### src/rtl/audio_i2s_rx_pkg.sv
// Shared types for the I2S ADC receiver: sample width, channel tag and receive FSM states.
package audio_pkg;

  localparam int SAMPLE_W = 16;

  typedef enum logic {CH_RIGHT = 1'b0, CH_LEFT = 1'b1} chan_t;

  typedef enum logic [1:0] {RX_IDLE, RX_SKIP, RX_SHIFT, RX_WAIT} i2s_rx_state_t;

  // lrclk low marks the left slot
  function automatic chan_t lr_to_chan(input logic lr);
    return lr ? CH_RIGHT : CH_LEFT;
  endfunction

endpackage

### src/rtl/audio_i2s_rx_if.sv
// Sample output handshake between the I2S receiver (master) and the sample-storage stage (slave).
interface audio_i2s_rx_if
  import audio_pkg::*;
#(
  parameter int DATA_W = SAMPLE_W
);

  logic signed [DATA_W-1:0] odata;
  logic                     ochannel;
  logic                     ovalid;
  logic                     oready;

  modport master (output odata, output ochannel, output ovalid, input oready);
  modport slave  (input odata, input ochannel, input ovalid, output oready);

endinterface

### src/rtl/audio_i2s_rx_sync2.sv
// Two-flop synchroniser bank for asynchronous codec inputs; resets to zero.
module audio_sync2 #(
  parameter int WIDTH = 3
) (
  input  logic             clk,
  input  logic             rst,
  input  logic [WIDTH-1:0] d_i,
  output logic [WIDTH-1:0] q_o
);

  logic [WIDTH-1:0] meta_q;
  logic [WIDTH-1:0] sync_q;

  always_ff @(posedge clk or posedge rst) begin
    if (rst) begin
      meta_q <= '0;
      sync_q <= '0;
    end else begin
      meta_q <= d_i;
      sync_q <= meta_q;
    end
  end

  assign q_o = sync_q;

endmodule

### src/rtl/audio_i2s_rx.sv
// WM8731 I2S ADC receiver: deserialises bclk/lrclk/adcdat into channel-tagged samples in the clk50 domain.
// Optional macro AUDIO_I2S_RX_OVF_CNT_EN adds a saturating dropped-sample counter on ovf_cnt.
module audio_i2s_rx
  import audio_pkg::*;
#(
  parameter int DATA_W   = SAMPLE_W,
  parameter int MIN_BCLK = 8
) (
  input  logic                 clk50,
  input  logic                 rst,
  input  logic                 bclk,
  input  logic                 lrclk,
  input  logic                 adcdat,
  audio_i2s_rx_if.master       smp,
  output logic                 ovf,
  output logic [15:0]          ovf_cnt
);

  localparam int CNT_W = $clog2(DATA_W);
  localparam logic [CNT_W-1:0] CNT_LAST = CNT_W'(DATA_W - 2);

  if (MIN_BCLK < 4) begin : g_min_bclk_chk
    $error("audio_i2s_rx: MIN_BCLK must allow two clk50 cycles per bclk phase");
  end

  logic [2:0] sync_w;
  logic       bclk_hist_q;
  logic       bclk_rise;
  logic       lr_s;
  logic       dat_s;
  logic       lr_chg;

  i2s_rx_state_t     state_q, state_d;
  logic [DATA_W-1:0] shift_q, shift_d;
  logic [CNT_W-1:0]  cnt_q, cnt_d;
  chan_t             chan_q, chan_d;
  logic              last_lr_q, last_lr_d;
  logic              lr_seen_q, lr_seen_d;
  logic              load_q, load_d;

  logic signed [DATA_W-1:0] odata_q, odata_d;
  logic                     ochan_q, ochan_d;
  logic                     ovalid_q, ovalid_d;
  logic                     ovf_q, ovf_d;

  audio_sync2 #(.WIDTH(3)) u_sync (
    .clk (clk50),
    .rst (rst),
    .d_i ({bclk, lrclk, adcdat}),
    .q_o (sync_w)
  );

  assign bclk_rise = sync_w[2] & ~bclk_hist_q;
  assign lr_s      = sync_w[1];
  assign dat_s     = sync_w[0];
  assign lr_chg    = lr_s ^ last_lr_q;

  // The rise that first shows a new lrclk level is the I2S delay bit, so the rise
  // taken in RX_SKIP already carries the MSB. lr_seen_q keeps the first rise after
  // reset from being mistaken for a slot boundary.
  always_comb begin
    state_d   = state_q;
    shift_d   = shift_q;
    cnt_d     = cnt_q;
    chan_d    = chan_q;
    last_lr_d = last_lr_q;
    lr_seen_d = lr_seen_q;
    load_d    = 1'b0;
    if (bclk_rise) begin
      last_lr_d = lr_s;
      lr_seen_d = 1'b1;
      case (state_q)
        RX_IDLE: begin
          if (lr_seen_q && lr_chg) begin
            state_d = RX_SKIP;
            chan_d  = lr_to_chan(lr_s);
          end
        end
        RX_SKIP: begin
          shift_d = {shift_q[DATA_W-2:0], dat_s};
          cnt_d   = '0;
          state_d = RX_SHIFT;
        end
        RX_SHIFT: begin
          if (lr_chg) begin
            state_d = RX_SKIP;
            chan_d  = lr_to_chan(lr_s);
          end else begin
            shift_d = {shift_q[DATA_W-2:0], dat_s};
            cnt_d   = cnt_q + 1'b1;
            if (cnt_q == CNT_LAST) begin
              load_d  = 1'b1;
              state_d = RX_WAIT;
            end
          end
        end
        RX_WAIT: begin
          if (lr_chg) begin
            state_d = RX_SKIP;
            chan_d  = lr_to_chan(lr_s);
          end
        end
        default: state_d = RX_IDLE;
      endcase
    end
  end

  // A consumer accept and a new load may coincide; only a load into a held,
  // unaccepted sample is a drop.
  always_comb begin
    odata_d  = odata_q;
    ochan_d  = ochan_q;
    ovalid_d = ovalid_q;
    ovf_d    = ovf_q;
    if (load_q) begin
      if (!ovalid_q || smp.oready) begin
        odata_d  = $signed(shift_q);
        ochan_d  = chan_q;
        ovalid_d = 1'b1;
      end else begin
        ovf_d = 1'b1;
      end
    end else if (ovalid_q && smp.oready) begin
      ovalid_d = 1'b0;
    end
  end

  always_ff @(posedge clk50 or posedge rst) begin
    if (rst) begin
      bclk_hist_q <= 1'b0;
      state_q     <= RX_IDLE;
      shift_q     <= '0;
      cnt_q       <= '0;
      chan_q      <= CH_RIGHT;
      last_lr_q   <= 1'b0;
      lr_seen_q   <= 1'b0;
      load_q      <= 1'b0;
      odata_q     <= '0;
      ochan_q     <= 1'b0;
      ovalid_q    <= 1'b0;
      ovf_q       <= 1'b0;
    end else begin
      bclk_hist_q <= sync_w[2];
      state_q     <= state_d;
      shift_q     <= shift_d;
      cnt_q       <= cnt_d;
      chan_q      <= chan_d;
      last_lr_q   <= last_lr_d;
      lr_seen_q   <= lr_seen_d;
      load_q      <= load_d;
      odata_q     <= odata_d;
      ochan_q     <= ochan_d;
      ovalid_q    <= ovalid_d;
      ovf_q       <= ovf_d;
    end
  end

`ifdef AUDIO_I2S_RX_OVF_CNT_EN
  logic [15:0] ovf_cnt_q, ovf_cnt_d;
  logic        drop;

  function automatic logic [15:0] sat_inc(input logic [15:0] v);
    return (v == 16'hFFFF) ? v : v + 16'd1;
  endfunction

  assign drop      = load_q & ovalid_q & ~smp.oready;
  assign ovf_cnt_d = drop ? sat_inc(ovf_cnt_q) : ovf_cnt_q;

  always_ff @(posedge clk50 or posedge rst) begin
    if (rst) ovf_cnt_q <= '0;
    else     ovf_cnt_q <= ovf_cnt_d;
  end

  assign ovf_cnt = ovf_cnt_q;
`else
  assign ovf_cnt = 16'd0;
`endif

  assign smp.odata    = odata_q;
  assign smp.ochannel = ochan_q;
  assign smp.ovalid   = ovalid_q;
  assign ovf          = ovf_q;

endmodule

### src/flat_wrapper.sv
// flat-port wrapper written by rule: the top's interface ports become plain ports
module audio_i2s_rx_flat import audio_pkg::*;
#(
  parameter int DATA_W   = SAMPLE_W,
  parameter int MIN_BCLK = 8
)
  (clk50, rst, bclk, lrclk, adcdat, ovf, ovf_cnt, smp_odata, smp_ochannel, smp_ovalid, smp_oready);
  audio_i2s_rx_if #(.DATA_W(DATA_W)) smp_i ();
  input  logic clk50;
  input  logic rst;
  input  logic bclk;
  input  logic lrclk;
  input  logic adcdat;
  output logic ovf;
  output logic [15:0] ovf_cnt;
  output wire logic [$bits(smp_i.odata)-1:0] smp_odata;
  output wire logic [$bits(smp_i.ochannel)-1:0] smp_ochannel;
  output wire logic [$bits(smp_i.ovalid)-1:0] smp_ovalid;
  input wire logic [$bits(smp_i.oready)-1:0] smp_oready;
  assign smp_odata = smp_i.odata;
  assign smp_ochannel = smp_i.ochannel;
  assign smp_ovalid = smp_i.ovalid;
  assign smp_i.oready = smp_oready;
  audio_i2s_rx #(.DATA_W(DATA_W), .MIN_BCLK(MIN_BCLK)) u_core (.clk50(clk50), .rst(rst), .bclk(bclk), .lrclk(lrclk), .adcdat(adcdat), .smp(smp_i), .ovf(ovf), .ovf_cnt(ovf_cnt));
endmodule
### config.mk
export PLATFORM = sky130hd
export DESIGN_NAME = audio_i2s_rx_flat
export DESIGN_NICKNAME = d
export VERILOG_FILES = /design/src/rtl/audio_i2s_rx_pkg.sv /design/src/rtl/audio_i2s_rx_if.sv /design/src/rtl/audio_i2s_rx_sync2.sv /design/src/rtl/audio_i2s_rx.sv /design/src/flat_wrapper.sv
export SDC_FILE = /design/constraint.sdc
export NUM_CORES = 1
export LEC_CHECK = 0
export ABC_AREA = 1
export ABC_CLOCK_PERIOD_IN_PS = 1700
export CORE_MARGIN = 3
export CORE_UTILIZATION = 42
export DETAILED_ROUTE_END_ITERATION = 8
export GPL_TIMING_DRIVEN = 0
export PLACE_DENSITY_LB_ADDON = 0.2
export SLEW_MARGIN = 20
export SYNTH_ARGS = -nofsm -noshare
export SYNTH_HDL_FRONTEND = slang
export SYNTH_SLANG_ARGS = --single-unit
export TNS_END_PERCENT = 50
### constraint.sdc
create_clock -name clk50 -period 1.7 [get_ports clk50]
set_input_delay 0.34 -clock clk50 [delete_from_list [all_inputs] [get_ports clk50]]
set_output_delay 0.34 -clock clk50 [all_outputs]
set_load 0.02 [all_outputs]
# After elaboration in Yosys (flattened, before gate mapping)
# Cells that the tools add are included.
# word_totals
regBits	52
latchBits	0
ramBits	0
rom_bits	0
in_bits	6
output_inout_bits	35
elab_cells	64
memories	0
# op_classes
addsub	1
mul	0
n_div	0
n_lt_le_gt_ge	0
eq_ne	10
shift	0
muxes	20
bitwise_logic	4
reduce_logical	15
# op_table
operator	count
$pmux 16 s2	1
$mux 16	1
$mux 1	10
$mux 2	4
$pmux 2 s4	1
$pmux 4 s2	1
$reduce_and 4->1	2
$ne 2x1->1 const B	3
$reduce_and 2->1	3
$reduce_bool 2->1	3
$add 4x1->4 const B	1
$eq 2x2->1 const B	2
$eq 4x4->1 const B	1
$mux 4	1
$ne 2x2->1 const B	2
$ne 3x1->1 const B	1
$reduce_and 3->1	1
$eq 2x1->1 const B	1
$logic_and 1x1->1	2
$logic_not 2->1	1
$not 1->1	2
$pmux 1 s2	1
$reduce_or 2->1	1
$and 1x1->1	1
other kinds (3)	3

# Depth between registers and ports, before layout
# Gate-level depths: netlist of run 1.
# depth
ltp_word	5
depth_mapped	9
ltp_nobuf	9

# By module
# Synthesis of run 1 repeated with hierarchy kept, for this count alone.
# hier_totals
cells_unflattened	229
area_unflattened_um2	2279.7
# modules_own_cells
mod	instances	cells_each	area_each_um2	seq_area_each_um2
audio_i2s_rx	1	222	2125.8	1151.1
audio_sync2	1	7	153.9	150.1

# Worst setup path after synthesis of run 1
# Ideal clock, no wire load.
# synth_timing
path_kind	flip-flop to flip-flop
start	register u_core.state_q[0]
end	register u_core.shift_q[1]
setup_ns	0.076
arrival_ns	1.387
required_ns	1.624
setup_slack_ns	0.237
stages_incl_launch_ff	9
path_buffers	2
synth_period_minus_slack_ns	1.463
cell_sequence	dfrtp_1 > inv_1 > ha_1 > or2_1 > nand3_2 > buf_6 > buf_6 > nand2_1 > o21ai_1
# synth_via
elab_chain_cells	3
elab_cells_between_ends	6
classes_between	3 x eq/ne; 1 x mux; 2 x reduce/logical
# synth_rtl
element	line	source
start: declaration	audio_i2s_rx.sv:33	i2s_rx_state_t state_q, state_d;
start signal: assignment	audio_i2s_rx.sv:144	state_q <= state_d;
$eq 2x2->1 or $eq 2x1->1 (tied branches)	audio_i2s_rx.sv:72	case (state_q)
$ne 2x2->1 (no line) or $reduce_bool 2->1 (tied branches)	n/a	
$reduce_and 3->1 (no line)	n/a	
end signal: assignment	audio_i2s_rx.sv:145	shift_q <= shift_d;
end: declaration	audio_i2s_rx.sv:34	logic [DATA_W-1:0] shift_q, shift_d;
# Parallel ways exist; a longest one is shown, timed or not.
# A chain may end at the register's enable or synchronous reset.

# Worst setup path in the final report of run 1
# layout_timing
start	register u_core.odata_q[14], in the netlist u_core.smp.odata[14]
end	output port smp_odata[14]
# layout_rtl
element	line	source
start: declaration	audio_i2s_rx.sv:41	logic signed [DATA_W-1:0] odata_q, odata_d;
start signal: assignment	audio_i2s_rx.sv:151	odata_q <= odata_d;
end: declaration	flat_wrapper.sv:16	output wire logic [$bits(smp_i.odata)-1:0] smp_odata;
# No word-level cell between the ends.

==> reports/qor.txt, run 1 <==
Worst hold slack: 0.354 ns
Sequential element share of the synthesized area: 58.1%
Crit-path cells: clkdlybuf4s50_1
Top post-synthesis cells by area: dfrtp_1 58%, nand2_1 8.9%, buf_4 5.4%
Post-CTS setup buffers: 0
Buffers plus inverters on the worst setup path: 1
Final hold viol count: 0
Via count: 1,526
Initial antenna violation count: 0
Filler cell count in the final layout: 476
Area delta synth->final: 22.0%
Worst Path Class, Setup: register to output port
Fin crit share: 96.2%
Reg area: 1300 sq um
First-pass GRT wire length: 6990 microns
WL final: 3940 microns
Cts bufs inserted: 5
CTS sink cnt: 52
EDFF count, synth: 0
Area of the core: 4940 sq um
Synthesized area per cell: 9.82 sq um
Skew final: 0.00939 ns
R2r setup slk: 0.12 ns
Top cell type by total area after synthesis: dfrtp_1
Crit. Startpoint: u_core.smp.odata[14]
Gate Count Post-Synth: 228
Distinct cells, synth: 25
Share of the synthesized area in the top cell type: 58.1%
Max_cap viols: 0
Min Tclk post-route: 1.64 ns
Max IR drop VDD: 0.421 mV
Synth Warn #: 0
IO buf count: 24
Crit end category: output port
Cell with the most instances after synthesis: nand2_1
Fraction of layout cells with a size suffix above 1: 16.3%
Worst path depth: 1
Critical R2R Launch: u_core.state_q[0]
Unrepaired setup endpoints after global routing: false
Status: completed
Crit start category: register
Hold path depth: 0
Leakage: 0.00129 uW
Clock network power share: 25.6%
Global route total overflow: 0
Internal Power: 1890 uW
Clock Tree Buf Depth: 2
Io pins: 41
CTS hold repair buffers: 0
Post-DP HPWL: 2850 microns
Setup TNS: 0 ns
DRC violations left: 0
Crit-path leading delay family: buffers and inverters
Final worst setup slack: 0.0649 ns
Vias in the first global route: 1,548
DR pass1 iterations: 4
Crit-path max cell delay: 0.62 ns
CTS tree: done
Critical Path End: smp_odata[14]
Logic pwr share: 20.8%
Final Net Count: 287
Die H: 79.0 microns
Die W: 79.0 microns
Initial DRC Count: 110
Initial Utilization: 45.3%
Clock slew at reported path FFs: 0.09 ns
Ys flop type: dfrtp_1
CP max FO: 2
Post-synthesis cell area: 2240 sq um
Sw Pwr: 849 uW
Post-synthesis register bit count: 52
Final GP Congestion: 0.803
DR vias/cell: 4.45
Hold WC Path Type: register to register
Final core utilization: 55.3%
CP arrival: 1.30 ns
Setup Viol. Count Final: 0
Worst-Skew Late Latency: 0.31 ns
Reg power frac: 53.7%
Most frequent cells after synthesis: 53 x nand2_1, 52 x dfrtp_1, 27 x inv_1
Clk root buf: clkbuf_8
FF-to-FF path depth: 8
Final slew viol count: 0
Sw frac: 31.0%
R2r endpoint: u_core.shift_q[1]
CP max stage cell: clkdlybuf4s50_1
Htree depth: 2
Power Density: 1000 nW/um^2
F_max: 612 MHz
Largest net degree at the start of global routing: 32
Antenna Nets Post-Route: 0
Diode count: 0
Post_cts resized: 0
Multi-input logic area: 726 sq um
Setup WS pre-CTS: -0.0292 ns
Routed wire per std cell: 11.5 microns
Row count: 25
Async SR Flop Fraction: 100%
Total GRT Usage: 14.4%
WP data required: 1.36 ns
Die ar.: 6240 sq um
area by class of cell:
cell class / instances / area share (%)
Buffer: 23 / 6.23
Clock buffer: 6 / 2.66
Clock inverter: 2 / 0.596
Inverter: 27 / 3.71
Multi-Input combinational cell: 141 / 26.6
Sequential cell: 52 / 47.6
Tap cell: 67 / 3.07
Timing Repair Buffer: 25 / 9.53
registers in the layout, indices dropped and copies added, names as in the netlist:
name and count:
u_core.u_sync.meta_q 3, u_core.smp.ovalid 1, u_core.shift_q 16, u_core.bclk_hist_q 1
u_core.last_lr_q 1, u_core.cnt_q 4, u_core.u_sync.q_o 3, u_core.load_q 1
u_core.smp.odata 16, u_core.smp.ochannel 1, u_core.state_q 2, u_core.chan_q 1
u_core.lr_seen_q 1, u_core.ovf 1
layout by cell type, fill, tap and decap left out, drive strengths merged:
master	netlist	routed
nand2	55	55
dfrtp	52	52
o21ai	37	37
inv	27	27
clkdlybuf4s50	0	24
buf	20	21
conb	1	16
nand3	9	9
clkbuf	3	9
nor2	7	7
ha	6	6
a21oi	2	2
o21bai	2	2
mux2	2	2
or2	2	2
xor2	1	1
a21boi	1	1
nand4	1	1
clkinv	0	1
clkinvlp	0	1
routing by layer:
layer  routed length [microns]  global-route usage (%)  part of all wire [%]  vias up
li1                          -                       -                     -      771
met1                      1830                    17.9                    46      718
met2                      1860                    23.2                    47       35
met3                       200                    3.97                   5.1        2
met4                        47                    6.70                   1.2        0
met5                         0                       0                     0        -
logic make-up (layout without fill, tap and decap cells):
family	Yosys count	count (layout)	synth area share, %
AND/OR/NAND/NOR	74	74	13.8
buffers and inverters	50	83	12.1
flip-flops	52	52	58.1
multiplexers	2	2	1.01
AO/OA/AOI/OAI	42	42	11.1
other	1	16	0.167
adder cells (fa/ha/maj)	6	6	3.35
XOR/XNOR	1	1	0.391
power groups by stage:
stage	Combinational [uW]	Clock (uW)	Sequential (uW)
3_5_place_dp	572	0	1490
4_1_cts	573	726	1470
5_1_grt	679	776	1490
3_3_place_gp	550	0	1490
2_1_floorplan	458	0	1470
6_report	569	701	1470
worst min path at each step:
| stage | startpoint | to | slack, ns |
|---|---|---|---|
| global route | u_core.u_sync.meta_q[1] | u_core.u_sync.q_o[1] | 0.36 |
| finish | u_core.u_sync.meta_q[1] | u_core.u_sync.q_o[1] | 0.35 |
| CTS | u_core.u_sync.meta_q[1] | u_core.u_sync.q_o[1] | 0.36 |
| global placement | u_core.u_sync.meta_q[0] | u_core.u_sync.q_o[0] | 0.33 |
| floorplan | u_core.u_sync.meta_q[0] | u_core.u_sync.q_o[0] | 0.33 |
| detailed placement | u_core.u_sync.meta_q[1] | u_core.u_sync.q_o[1] | 0.33 |
per-stage QoR:
step	area (sq um)	std cells	total power, uW
floorplan	2300	243	1930
global placement	2620	334	2040
detailed placement	2640	335	2060
CTS	2730	343	2770
global route	2730	343	2950
finish	2730	343	2740
Power figures use the tool's default switching activity.
==> run 2: changes to the inputs <==
- CTS_BUF_LIST: default -> sky130_fd_sc_hd__clkbuf_2
==> run 2 against run 1 <==
Effect of this change:
- final area fell by 2.4%
- largest cell class unchanged
- sequential power about the same
- non-clock buffer count did not move
- highest routed layer unchanged
- largest power group unchanged
- critical path depth is 7 higher
- register-to-register slack barely moved
- cell count unchanged
==> reports/qor.txt, run 2 (same netlist as run 1, synthesis figures left out) <==
Die W: 79.0 microns (unchanged)
Area of the core: 4940 sq um (unchanged)
Final GP Congestion: 0.803 (unchanged)
Largest net degree at the start of global routing: 32 (unchanged)
Cell area after layout: 2670 sq um (-2.4%)
Setup Viol. Count Final: 0 (unchanged)
Worst Path Class, Setup: register to register
Initial DRC Count: 137 (+25%)
Setup WS pre-CTS: -0.0292 ns (unchanged)
Area delta synth->final: 19.0%
Routed wire per std cell: 11.3 microns (-1.4%)
Post-DP HPWL: 2850 microns (unchanged)
Leakage: 0.00137 uW (+6.2%)
DRC violations left: 0 (unchanged)
Row count: 25 (unchanged)
FF-to-FF path depth: 8 (unchanged)
Clock Tree Buf Depth: 2 (unchanged)
F_max: 627 MHz (+2.6%)
CTS tree: done
Placed Area: 2640 sq um (unchanged)
Global route total overflow: 0 (unchanged)
Crit start category: register
CTS sink cnt: 52 (unchanged)
Io pins: 41 (unchanged)
CP arrival: 1.98 ns (+0.68 ns)
Final worst setup slack: 0.106 ns (+0.0412 ns)
Skew final: 0.0229 ns (+0.0135 ns)
Diode count: 0 (unchanged)
Die H: 79.0 microns (unchanged)
CTS hold repair buffers: 0 (unchanged)
IO buf count: 24 (unchanged)
R2r endpoint: u_core.shift_q[1]
Initial Utilization: 45.3% (unchanged)
Total GRT Usage: 14.0% (-0.36 points)
Final hold viol count: 0 (unchanged)
Crit end category: register
Power Density: 953 nW/um^2 (-5.0%)
Clk root buf: clkbuf_2
Final slew viol count: 0 (unchanged)
Commonest non-fill, non-tap cell in the layout: nand2_1
Via count: 1,536 (+0.66%)
Vias in the first global route: 1,523 (-1.6%)
WL final: 3880 microns (-1.4%)
Final Net Count: 287 (unchanged)
Min Tclk post-route: 1.59 ns (-0.0412 ns)
WP data required: 2.09 ns (+0.73 ns)
DR vias/cell: 4.48 (+0.66%)
Tot Pwr: 2540 uW (-7.3%)
Status: completed
Initial antenna violation count: 0 (unchanged)
Worst-Skew Late Latency: 0.44 ns (+0.13 ns)
Critical R2R Launch: u_core.state_q[0]
Hold WC Path Type: primary input to asynchronous set/reset pin
Htree depth: 2 (unchanged)
Most frequent cells in the layout: 53 x nand2_1, 52 x dfrtp_1, 26 x inv_1, 20 x o21ai_0, 19 x dlygate4sd2_1
Max_cap viols: 0 (unchanged)
Fin crit share: 93.8% (-2.4 points)
DR pass1 iterations: 4 (unchanged)
Antenna Nets Post-Route: 0 (unchanged)
Clock slew at reported path FFs: 0.27 ns (+0.18 ns)
First-pass GRT wire length: 6920 microns (-0.99%)
R2r setup slk: 0.11 ns (about the same)
CP max FO: 10 (+8)
Cts bufs inserted: 5 (unchanged)
Max IR drop VDD: 0.475 mV (+13%)
Die ar.: 6240 sq um (unchanged)
Fraction of layout cells with a size suffix above 1: 16.7% (+0.36 points)
Unrepaired setup endpoints after global routing: false
-- run 2: report_power, final --
group	switching, uW	internal [uW]	total [uW]	leakage [uW]
Combinational	348	220	568	0.000652
Sequential	92.0	1380	1470	0.000691
Clock	392	110	502	0.0000292
Total	832	1710	2540	0.00137
-- run 2: timing repair --
action / 4_1_cts / 5_1_grt
resized for setup: 19 / 1
buffers inserted: 0 / 0
hold endpoints to repair: 0 / 0
endpoints found under the setup margin: 19 / 4
-- run 2: how the worst max path moves through the flow --
stage,cells after the start,from,to,slack [ns]
2_1_floorplan,1,rst,u_core.bclk_hist_q,0.10
3_3_place_gp,2,rst,u_core.smp.odata[11],-0.87
3_5_place_dp,7,smp_oready,u_core.smp.odata[0],-0.03
4_1_cts,8,u_core.state_q[0],u_core.shift_q[1],0.03
5_1_grt,8,u_core.state_q[0],u_core.shift_q[1],0.003
6_report,8,u_core.state_q[0],u_core.shift_q[1],0.11
-- run 2: layout make-up --
cell class / count / area, sq um
Multi-Input combinational cell: 141 / 726
Timing Repair Buffer: 25 / 236
Clock inverter: 2 / 16.3
Sequential cell: 52 / 1300
Clock buffer: 6 / 30.0
Inverter: 27 / 101
Fill cell: 487 / 2280
Buffer: 23 / 170
Tap cell: 67 / 83.8
-- run 2: worst max-delay path, cell delays in order (launching register included) --
cell     delay [ns]
dfrtp_1        0.45
inv_1          0.08
ha_2           0.24
or2_1          0.25
nand3_2        0.09
buf_6          0.14
buf_6          0.17
nand2_1        0.07
o21ai_1        0.07
-- run 2: metal layers --
layer  vias up  GRT usage (%)  share of wire (%)
li1        774              -                  -
met4         0           5.15                1.9
met1       712           17.9                 46
met5         -              0                  0
met3         6           3.63                5.7
met2        44           23.0                 46
-- run 2: per-stage QoR --
step	std cells	util [%]	setup TNS (ns)	hold WS (ns)
global route	343	53.9	0	0.189
CTS	343	53.9	0	0.180
detailed placement	335	53.4	-0.105	0.335
floorplan	243	-	0	0.331
global placement	334	53.0	-45.01	0.332
finish	343	53.9	0	0.174
==> run 3: changes to the inputs <==
- CAP_MARGIN: default -> 10
- CTS_BUF_LIST: sky130_fd_sc_hd__clkbuf_2 -> default
- HOLD_SLACK_MARGIN: default -> 0.08
==> results of run 3 <==
The final DEF is identical to that of run 1; final timing and power are the same.
